--- config.mk ---
export PLATFORM = sky130hd
export DESIGN_NAME = host_mem_loader
export DESIGN_NICKNAME = d
export VERILOG_FILES = /design/src/rtl/host_mem_loader_pkg.sv /design/src/rtl/mem_dump_streamer.sv /design/src/rtl/host_mem_loader.sv
export SDC_FILE = /design/constraint.sdc
export NUM_CORES = 1
export LEC_CHECK = 0
export BUFFER_PORTS_ARGS = -buffer_cell sky130_fd_sc_hd__clkbuf_2
export CAP_MARGIN = 20
export CORE_MARGIN = 4
export CORE_UTILIZATION = 55
export DETAILED_ROUTE_END_ITERATION = 6
export GPL_ROUTABILITY_DRIVEN = 0
export GPL_TIMING_DRIVEN = 0
export PLACE_DENSITY = 0.76
export SETUP_SLACK_MARGIN = 0.02
export SLEW_MARGIN = 20
export SYNTH_ARGS = -nofsm -noshare
export SYNTH_HDL_FRONTEND = slang
export SYNTH_SLANG_ARGS = --single-unit
export TNS_END_PERCENT = 20
--- constraint.sdc ---
create_clock -name clk -period 1.98 [get_ports clk]
set_input_delay 0 -clock clk [delete_from_list [all_inputs] [get_ports clk]]
set_output_delay 0 -clock clk [all_outputs]
set_load 0.02 [all_outputs]
--- src/rtl/host_mem_loader_pkg.sv ---
// Shared definitions for the host-side memory loader and the blocks it talks to.
package host_mem_loader_pkg;

  localparam int unsigned ADDR_W_DFLT = 8;
  localparam int unsigned DATA_W_DFLT = 8;

  typedef enum logic [2:0] {
    IM_LEN,
    IM_DATA,
    DM_LEN,
    DM_DATA,
    RUN,
    DUMP_RD,
    DUMP_TX,
    DONE
  } loader_state_e;

  function automatic logic is_load_state(input loader_state_e s);
    return s inside {IM_LEN, IM_DATA, DM_LEN, DM_DATA};
  endfunction

endpackage

--- src/rtl/mem_dump_streamer.sv ---
// Reads a fixed DMEM window one word at a time and hands each word to the host link.
module mem_dump_streamer #(
  parameter int unsigned              ADDR_W    = 8,
  parameter int unsigned              DATA_W    = 8,
  parameter logic [ADDR_W-1:0]        DUMP_BASE = '0,
  parameter int unsigned              DUMP_LEN  = 16
) (
  input  logic              clk,
  input  logic              rst_n,
  input  logic              start,
  input  logic              tx_ready,
  input  logic [DATA_W-1:0] dm_rdata,
  output logic [ADDR_W-1:0] rd_addr,
  output logic [DATA_W-1:0] tx_data,
  output logic              tx_valid,
  output logic              finish
);

  localparam logic [ADDR_W-1:0] LAST_IDX = ADDR_W'(DUMP_LEN - 1);

  logic              rd_q;
  logic              first_q;
  logic [ADDR_W-1:0] idx;
  logic [DATA_W-1:0] hold_q;
  logic              accept;
  logic              last;

  assign accept   = tx_valid && tx_ready;
  assign last     = (idx == LAST_IDX);
  assign finish   = accept && last;
  assign rd_addr  = DUMP_BASE + idx;
  // Synchronous DMEM returns data in the first TX cycle; it is held from then on.
  assign tx_data  = first_q ? dm_rdata : hold_q;

  always_ff @(posedge clk) begin
    if (!rst_n) begin
      rd_q     <= 1'b0;
      first_q  <= 1'b0;
      tx_valid <= 1'b0;
      idx      <= '0;
      hold_q   <= '0;
    end else begin
      first_q <= 1'b0;
      if (first_q) hold_q <= dm_rdata;
      if (start) begin
        rd_q <= 1'b1;
        idx  <= '0;
      end else if (rd_q) begin
        rd_q     <= 1'b0;
        tx_valid <= 1'b1;
        first_q  <= 1'b1;
      end else if (accept) begin
        tx_valid <= 1'b0;
        if (!last) begin
          idx  <= idx + ADDR_W'(1);
          rd_q <= 1'b1;
        end
      end
    end
  end

endmodule

--- src/rtl/host_mem_loader.sv ---
// Loads IMEM/DMEM from the host byte stream, runs the core, then dumps a DMEM window back.
module host_mem_loader
  import host_mem_loader_pkg::*;
#(
  parameter int unsigned       ADDR_W    = ADDR_W_DFLT,
  parameter int unsigned       DATA_W    = DATA_W_DFLT,
  parameter logic [ADDR_W-1:0] DUMP_BASE = '0,
  parameter int unsigned       DUMP_LEN  = 16
) (
  input  logic              clk,
  input  logic              rst_n,
  input  logic [DATA_W-1:0] rx_data,
  input  logic              rx_valid,
  output logic              rx_ready,
  output logic [DATA_W-1:0] tx_data,
  output logic              tx_valid,
  input  logic              tx_ready,
  output logic [ADDR_W-1:0] im_addr,
  output logic [DATA_W-1:0] im_wdata,
  output logic              im_wr,
  output logic [ADDR_W-1:0] dm_addr,
  output logic [DATA_W-1:0] dm_wdata,
  output logic              dm_wr,
  input  logic [DATA_W-1:0] dm_rdata,
  output logic              core_rst_n,
  input  logic              end_op,
  output logic              busy,
  output logic              done
);

  loader_state_e     state, state_nxt;
  logic [DATA_W-1:0] cnt;
  logic [ADDR_W-1:0] addr;
  logic [ADDR_W-1:0] dm_addr_q;
  logic [ADDR_W-1:0] rd_addr;
  logic              rx_acc;
  logic              dump_start;
  logic              dump_finish;
  logic              last_byte;

  assign rx_acc     = rx_valid && rx_ready;
  assign last_byte  = (cnt == DATA_W'(1));
  assign dump_start = (state == RUN) && end_op;
  assign busy       = (state != IM_LEN);
  assign done       = (state == DONE);
  assign dm_addr    = (state == DUMP_RD || state == DUMP_TX) ? rd_addr : dm_addr_q;

  always_comb begin
    state_nxt = state;
    case (state)
      IM_LEN:  if (rx_acc) state_nxt = (rx_data == '0) ? DM_LEN : IM_DATA;
      IM_DATA: if (rx_acc && last_byte) state_nxt = DM_LEN;
      DM_LEN:  if (rx_acc) state_nxt = (rx_data == '0) ? RUN : DM_DATA;
      DM_DATA: if (rx_acc && last_byte) state_nxt = RUN;
      RUN:     if (end_op) state_nxt = DUMP_RD;
      DUMP_RD: state_nxt = DUMP_TX;
      DUMP_TX: if (tx_valid && tx_ready) state_nxt = dump_finish ? DONE : DUMP_RD;
      DONE:    state_nxt = IM_LEN;
      default: state_nxt = IM_LEN;
    endcase
  end

  // rx_ready and core_rst_n are registered from the next state so they track it cycle-exactly.
  always_ff @(posedge clk) begin
    if (!rst_n) begin
      state      <= IM_LEN;
      cnt        <= '0;
      addr       <= '0;
      rx_ready   <= 1'b0;
      im_wr      <= 1'b0;
      im_addr    <= '0;
      im_wdata   <= '0;
      dm_wr      <= 1'b0;
      dm_addr_q  <= '0;
      dm_wdata   <= '0;
      core_rst_n <= 1'b0;
    end else begin
      state      <= state_nxt;
      rx_ready   <= is_load_state(state_nxt);
      core_rst_n <= (state_nxt == RUN);
      im_wr      <= 1'b0;
      dm_wr      <= 1'b0;
      if (rx_acc) begin
        case (state)
          IM_LEN, DM_LEN: begin
            cnt  <= rx_data;
            addr <= '0;
          end
          IM_DATA: begin
            im_wr    <= 1'b1;
            im_addr  <= addr;
            im_wdata <= rx_data;
            addr     <= addr + ADDR_W'(1);
            cnt      <= cnt - DATA_W'(1);
          end
          DM_DATA: begin
            dm_wr     <= 1'b1;
            dm_addr_q <= addr;
            dm_wdata  <= rx_data;
            addr      <= addr + ADDR_W'(1);
            cnt       <= cnt - DATA_W'(1);
          end
          default: ;
        endcase
      end
    end
  end

  mem_dump_streamer #(
    .ADDR_W    (ADDR_W),
    .DATA_W    (DATA_W),
    .DUMP_BASE (DUMP_BASE),
    .DUMP_LEN  (DUMP_LEN)
  ) u_dump (
    .clk      (clk),
    .rst_n    (rst_n),
    .start    (dump_start),
    .tx_ready (tx_ready),
    .dm_rdata (dm_rdata),
    .rd_addr  (rd_addr),
    .tx_data  (tx_data),
    .tx_valid (tx_valid),
    .finish   (dump_finish)
  );

endmodule
After elaboration in Yosys (flattened, before gate mapping). Index checks and enable logic that the tools add are counted.

Output and inout port bits: 47. Bits of input ports: 21. Register bits: 74. Memories kept: 0. Memory bits (read-only): 0. Logic and storage cells: 81. Latch bits: 0. Bits in writable memories: 0.

Order comparisons: 0. Multiply operators: 0. Div/mod/pow operators: 0. Muxes and demuxes: 23. Shift operators: 0. Bitwise operators: 4. Eq/ne operators: 13. Reduce and logical (&&, ||, !) cells: 22. Add/subtract/negate cells: 3.

Operators by type and width (number): $pmux W8 S2 (2); $pmux W3 S8 (1); $mux W3 (7); $add A8 B1 Y8 const B (2); $mux W8 (2); $eq A3 B3 Y1 const B (5); $eq A3 B2 Y1 const B (4); $reduce_and A2 Y1 (5); $mux W1 (9); $eq A8 B1 Y1 const B (1); $eq A8 B4 Y1 const B (1); $logic_not A8 Y1 (1); $sub A8 B1 Y8 const B (1); $eq A3 B1 Y1 const B (2); $logic_not A3 Y1 (2); $reduce_or A2 Y1 (3); $logic_and A1 B1 Y1 (5); $mux W2 (2); $not A1 Y1 (4); $reduce_bool A2 Y1 (2); $reduce_bool A4 Y1 (1); $reduce_and A3 Y1 (1); $reduce_bool A3 Y1 (1); $logic_or A1 B1 Y1 (1).

Depth between registers and ports, before layout.
Word-level depth: 7. Mapped depth: 7. Gate-level depth less buffers: 6.

Modules after synthesis. Synthesis repeated with hierarchy kept, for this count alone.

Cell total of the unflattened synthesis: 374. Area, all modules: 3326.9 µm².

By module, submodules not included: host_mem_loader (seq. area each 1101.1 µm², instances 1, cells an instance 286, area each 2463.6 µm²); mem_dump_streamer (seq. area each 380.4 µm², instances 1, cells an instance 88, area each 863.3 µm²).

Least setup slack after synthesis. No wires, ideal clock.

Kind: flip-flop to flip-flop. From: register u_dump.idx[0]. To: register u_dump.idx[3]. Path buffers: 0. Stages on the path, launching flop included: 7. Data arrival time: 1.397 ns. Setup slack: 0.462 ns. Setup time: 0.121 ns. Data required time: 1.859 ns. Cell sequence: dfxtp_1 > ha_1 > and3_1 > a211oi_4 > nand4_1 > xor2_1 > nor2_1.

Word-level cells in the longest chain between the ends: 3. Elaborated cells between the ends (all ways): 4. Classes of those cells: add/sub (1); eq/ne (1); bitwise (1); reduce/logical (1).

RTL lines: start: declaration (RTL line mem_dump_streamer.sv:23) `logic [ADDR_W-1:0] idx;`; start signal: assignment (RTL line mem_dump_streamer.sv:55) `idx <= idx + ADDR_W'(1);`; branches (longest 3 deep; another with $add A8 B1 Y8).

Parallel ways; which one is timed is not known. A chain may end at the register's enable or synchronous reset.

Worst setup path after layout.
From: register state[0]. To: output dm_addr[4].

Word-level cells in the longest chain between the ends: 3. Elaborated cells between the ends (all ways): 4. Classes of those cells: eq/ne (2); mux (1); reduce/logical (1).

RTL lines: start: declaration (RTL line host_mem_loader.sv:31) `loader_state_e state, state_nxt;`; start signal: assignment (RTL line host_mem_loader.sv:78) `state <= state_nxt;`; $eq A3 B3 Y1 (RTL line host_mem_loader.sv:46) `assign dm_addr = (state == DUMP_RD || state == DUMP_TX) ? rd_addr : dm_addr_q;`; $logic_or A1 B1 Y1 (*) (RTL line host_mem_loader.sv:46); $mux W8 (*) (RTL line host_mem_loader.sv:46); end: declaration (RTL line host_mem_loader.sv:21) `output logic [ADDR_W-1:0] dm_addr,`.

Every way passes the cells marked *; elsewhere a longest branch is shown, timed or not.

==> flow_summary.toml <==
[run_status]
status = "complete, no violations"

[logic_synthesis]
ys.warnings.count = 0
yosysSeqAreaShare_pct = 43.8
yosys.area.top_type = "dfxtp_1"
synth_edf_count = 0
synth_area_sq_um = 3380
syn-num-nets = 399
synth.top_cells.by_area = "dfxtp_1 44%, nand2_1 8.9%, a21boi_1 6.0%, mux2_2 5.3%, nor2_1 3.1%"
async_flop_share_pct = 0
synth-main-ff-cell = "dfxtp_1"
ys_types = 51
syn_avg_cell_area_sq_um = 9.04
synth_top_area_share_pct = 43.8
synth_seq_cells = 74
postSynthCellCount = 374

[route]
drtIter0Drc = 99
drc = 0
wl_per_cell_microns = 14.6
firstDrtPassIters = 4
routed_wl_microns = 7940
antenna_left = 0
viasPerCell = 5.41
vias = 2935

[run]
maxCapViolations = 0

[floorplanning]
num_rows = 28
die_x_microns = 86.4
die_y_microns = 86.4
pin_count = 68
dieArea_sq_um = 7460
start_util_pct = 56.7
core-area_sq_um = 5960

[sta]
final-max-slew-violation-count = 0
slew_headroom_pct = 64.8
layout_min_cycle_time_ps = 1740
hold_violations = 0
fin_skew_ps = 7.86
setup_tns_ps = 0
timing.fmax_mhz = 575
fin_crit_sh_pct = 87.9
rsz0062_at_grt = "no"
worst_pin_slew_ps = 525
setup_slack_ps = 240
setup_violations = 0

[worst_setup_path]
end_kind = "output pin"
start_kind = "flip-flop"
rrSetupSlack_ps = 310
rr_endpoint = "u_dump.idx[3]"
reg2reg_depth = 6
r2r_start = "u_dump.idx[0]"
cp.required_ps = 1980
arrival_ps = 1740
setup.worst_path.class = "flip-flop to output pin"
critPathMaxFanout = 10

[power]
combinationalPowerShare_pct = 8.0
p_per_area_nw_per_um2 = 726
p_int_w = 0.00230
power_leakage_nw = 1.71
vdd_drop_max_uv = 552
p_sw_w = 0.000707
switching_share_pct = 23.5
power.share.clock_pct = 41.2
p_seq_share_pct = 50.8

[worst_hold_path]
min_to = "u_dump.hold_q[5]"
hold_path_depth = 3
worstHoldStart = "dm_rdata[5]"
min_path_type = "input pin to flip-flop"

[layout]
n_antenna_cell = 0
layout_common_cells = "80 x nand2_1, 74 x dfxtp_1, 66 x clkbuf_2, 28 x nor2_1, 27 x a21boi_1"
drive_gt1_share_pct = 26.7
final_common_cell = "nand2_1"
postLayoutCellArea_sq_um = 4140
syn2layout_area_growth_pct = 22.5
nets = 488

[global_route]
grt_remaining_overflow = 0
antenna_found_initial = 0
grt_max_degree = 13
grt_pass1_wl_microns = 13600
grt_pass1_vias = 2874
grt_usage_pct = 23.0

[clock_network]
cts_inserted_buffers = 9
clkSlewWorstSetupHoldPaths_ps = 70
post_cts_resized = 0
clockBufferDepth = 2
cts_tree = "built"
cts_root_buf = "clkbuf_8"
clk_latency_ps = 350
cts_num_sinks = 74
h-tree-depth = 3

[placement]
dpl_cell_area_sq_um = 3800
io_buffers = 66
dpl.hpwl_microns = 5760
pre_cts_ws_ps = 313
==> per-layer routing <==
metal  vias up  part of all wire [%]  global-route usage, %
met5         -                     0                      0
met4         0                   2.1                   7.93
met3        19                   6.1                   7.98
met2        82                    48                   37.7
met1      1381                    44                   27.9
li1       1453                     -                      -
==> registers in the layout, summed over array words and instances (netlist names) <==
register	count
state	3
dm_wdata	8
u_dump.idx	8
im_wdata	8
dm_addr_q	8
core_rst_n	1
rx_ready	1
u_dump.hold_q	8
u_dump.first_q	1
u_dump.tx_valid	1
cnt	8
im_addr	8
im_wr	1
u_dump.rd_q	1
dm_wr	1
addr	8
==> cells in the mapped netlist (all sizes together), types with 6 or more instances <==
cell type,n
nand2,80
o21ai,11
and3,6
inv,7
a21oi,11
dfxtp,74
and2,13
mux2,16
nand3,9
xor2,10
nor2b,6
clkbuf,7
a21boi,35
nor2,28
buf,10
==> worst max path at each step <==
stage                       start             to  slack (ps)  cells past startpoint
detailed placement  u_dump.idx[0]  u_dump.idx[3]         310                      6
global route             state[0]     dm_addr[7]         140                      4
CTS                      state[0]     dm_addr[4]         230                      4
global placement    u_dump.idx[0]  u_dump.idx[3]         340                      6
floorplan           u_dump.idx[0]  u_dump.idx[3]         460                      6
finish                   state[0]     dm_addr[4]         240                      4
==> critical path: stages, from the launching register on <==
cell,delay (ps)
dfxtp_1,450
nor2b_1,110
o21ai_4,290
mux2_2,390
clkbuf_2,160
==> stage by stage <==
step           util [%]  power [W]  hold WS [ps]  cells
5_1_grt            69.5    0.00312          23.1    543
3_5_place_dp       63.9    0.00178           302    515
2_1_floorplan         -    0.00170           135    374
3_3_place_gp       63.9    0.00178           294    515
4_1_cts            69.5    0.00302          1.95    543
6_report           69.5    0.00300          7.39    543
==> what timing repair did <==
item	CTS	global route
setup buffers	0	0
hold endpoints to repair	19	0
hold buffers	12	0
==> power by group through the flow <==
stage	clock [W]	combinational, W	sequential (W)
6_report	0.00124	0.000240	0.00153
5_1_grt	0.00133	0.000268	0.00153
4_1_cts	0.00126	0.000239	0.00153
3_5_place_dp	0	0.000220	0.00156
3_3_place_gp	0	0.000217	0.00156
2_1_floorplan	0	0.000140	0.00156
==> cell families (layout without fill, tap and decap cells) <==
family / Yosys count / count (layout) / share of synthesized area, %
AOI/OAI and AO/OA: 78 / 78 / 16.8
DFF: 74 / 74 / 43.8
muxes: 17 / 17 / 5.63
buffers and inverters: 25 / 119 / 4.04
and+or+nand+nor: 163 / 163 / 24.8
xor gates and xnor gates: 13 / 13 / 3.37
adders and majority gates: 4 / 4 / 1.48
==> area by class of cell <==
cell class	instances	area, sq um
Buffer	18	110
Clock buffer	13	169
Clock inverter	3	46.3
Fill cell	514	1820
Inverter	7	26.3
Multi-Input combinational cell	275	1760
Sequential cell	74	1480
Tap cell	75	93.8
Timing Repair Buffer	78	450
No activity file was read; power rests on OpenSTA's default activity.
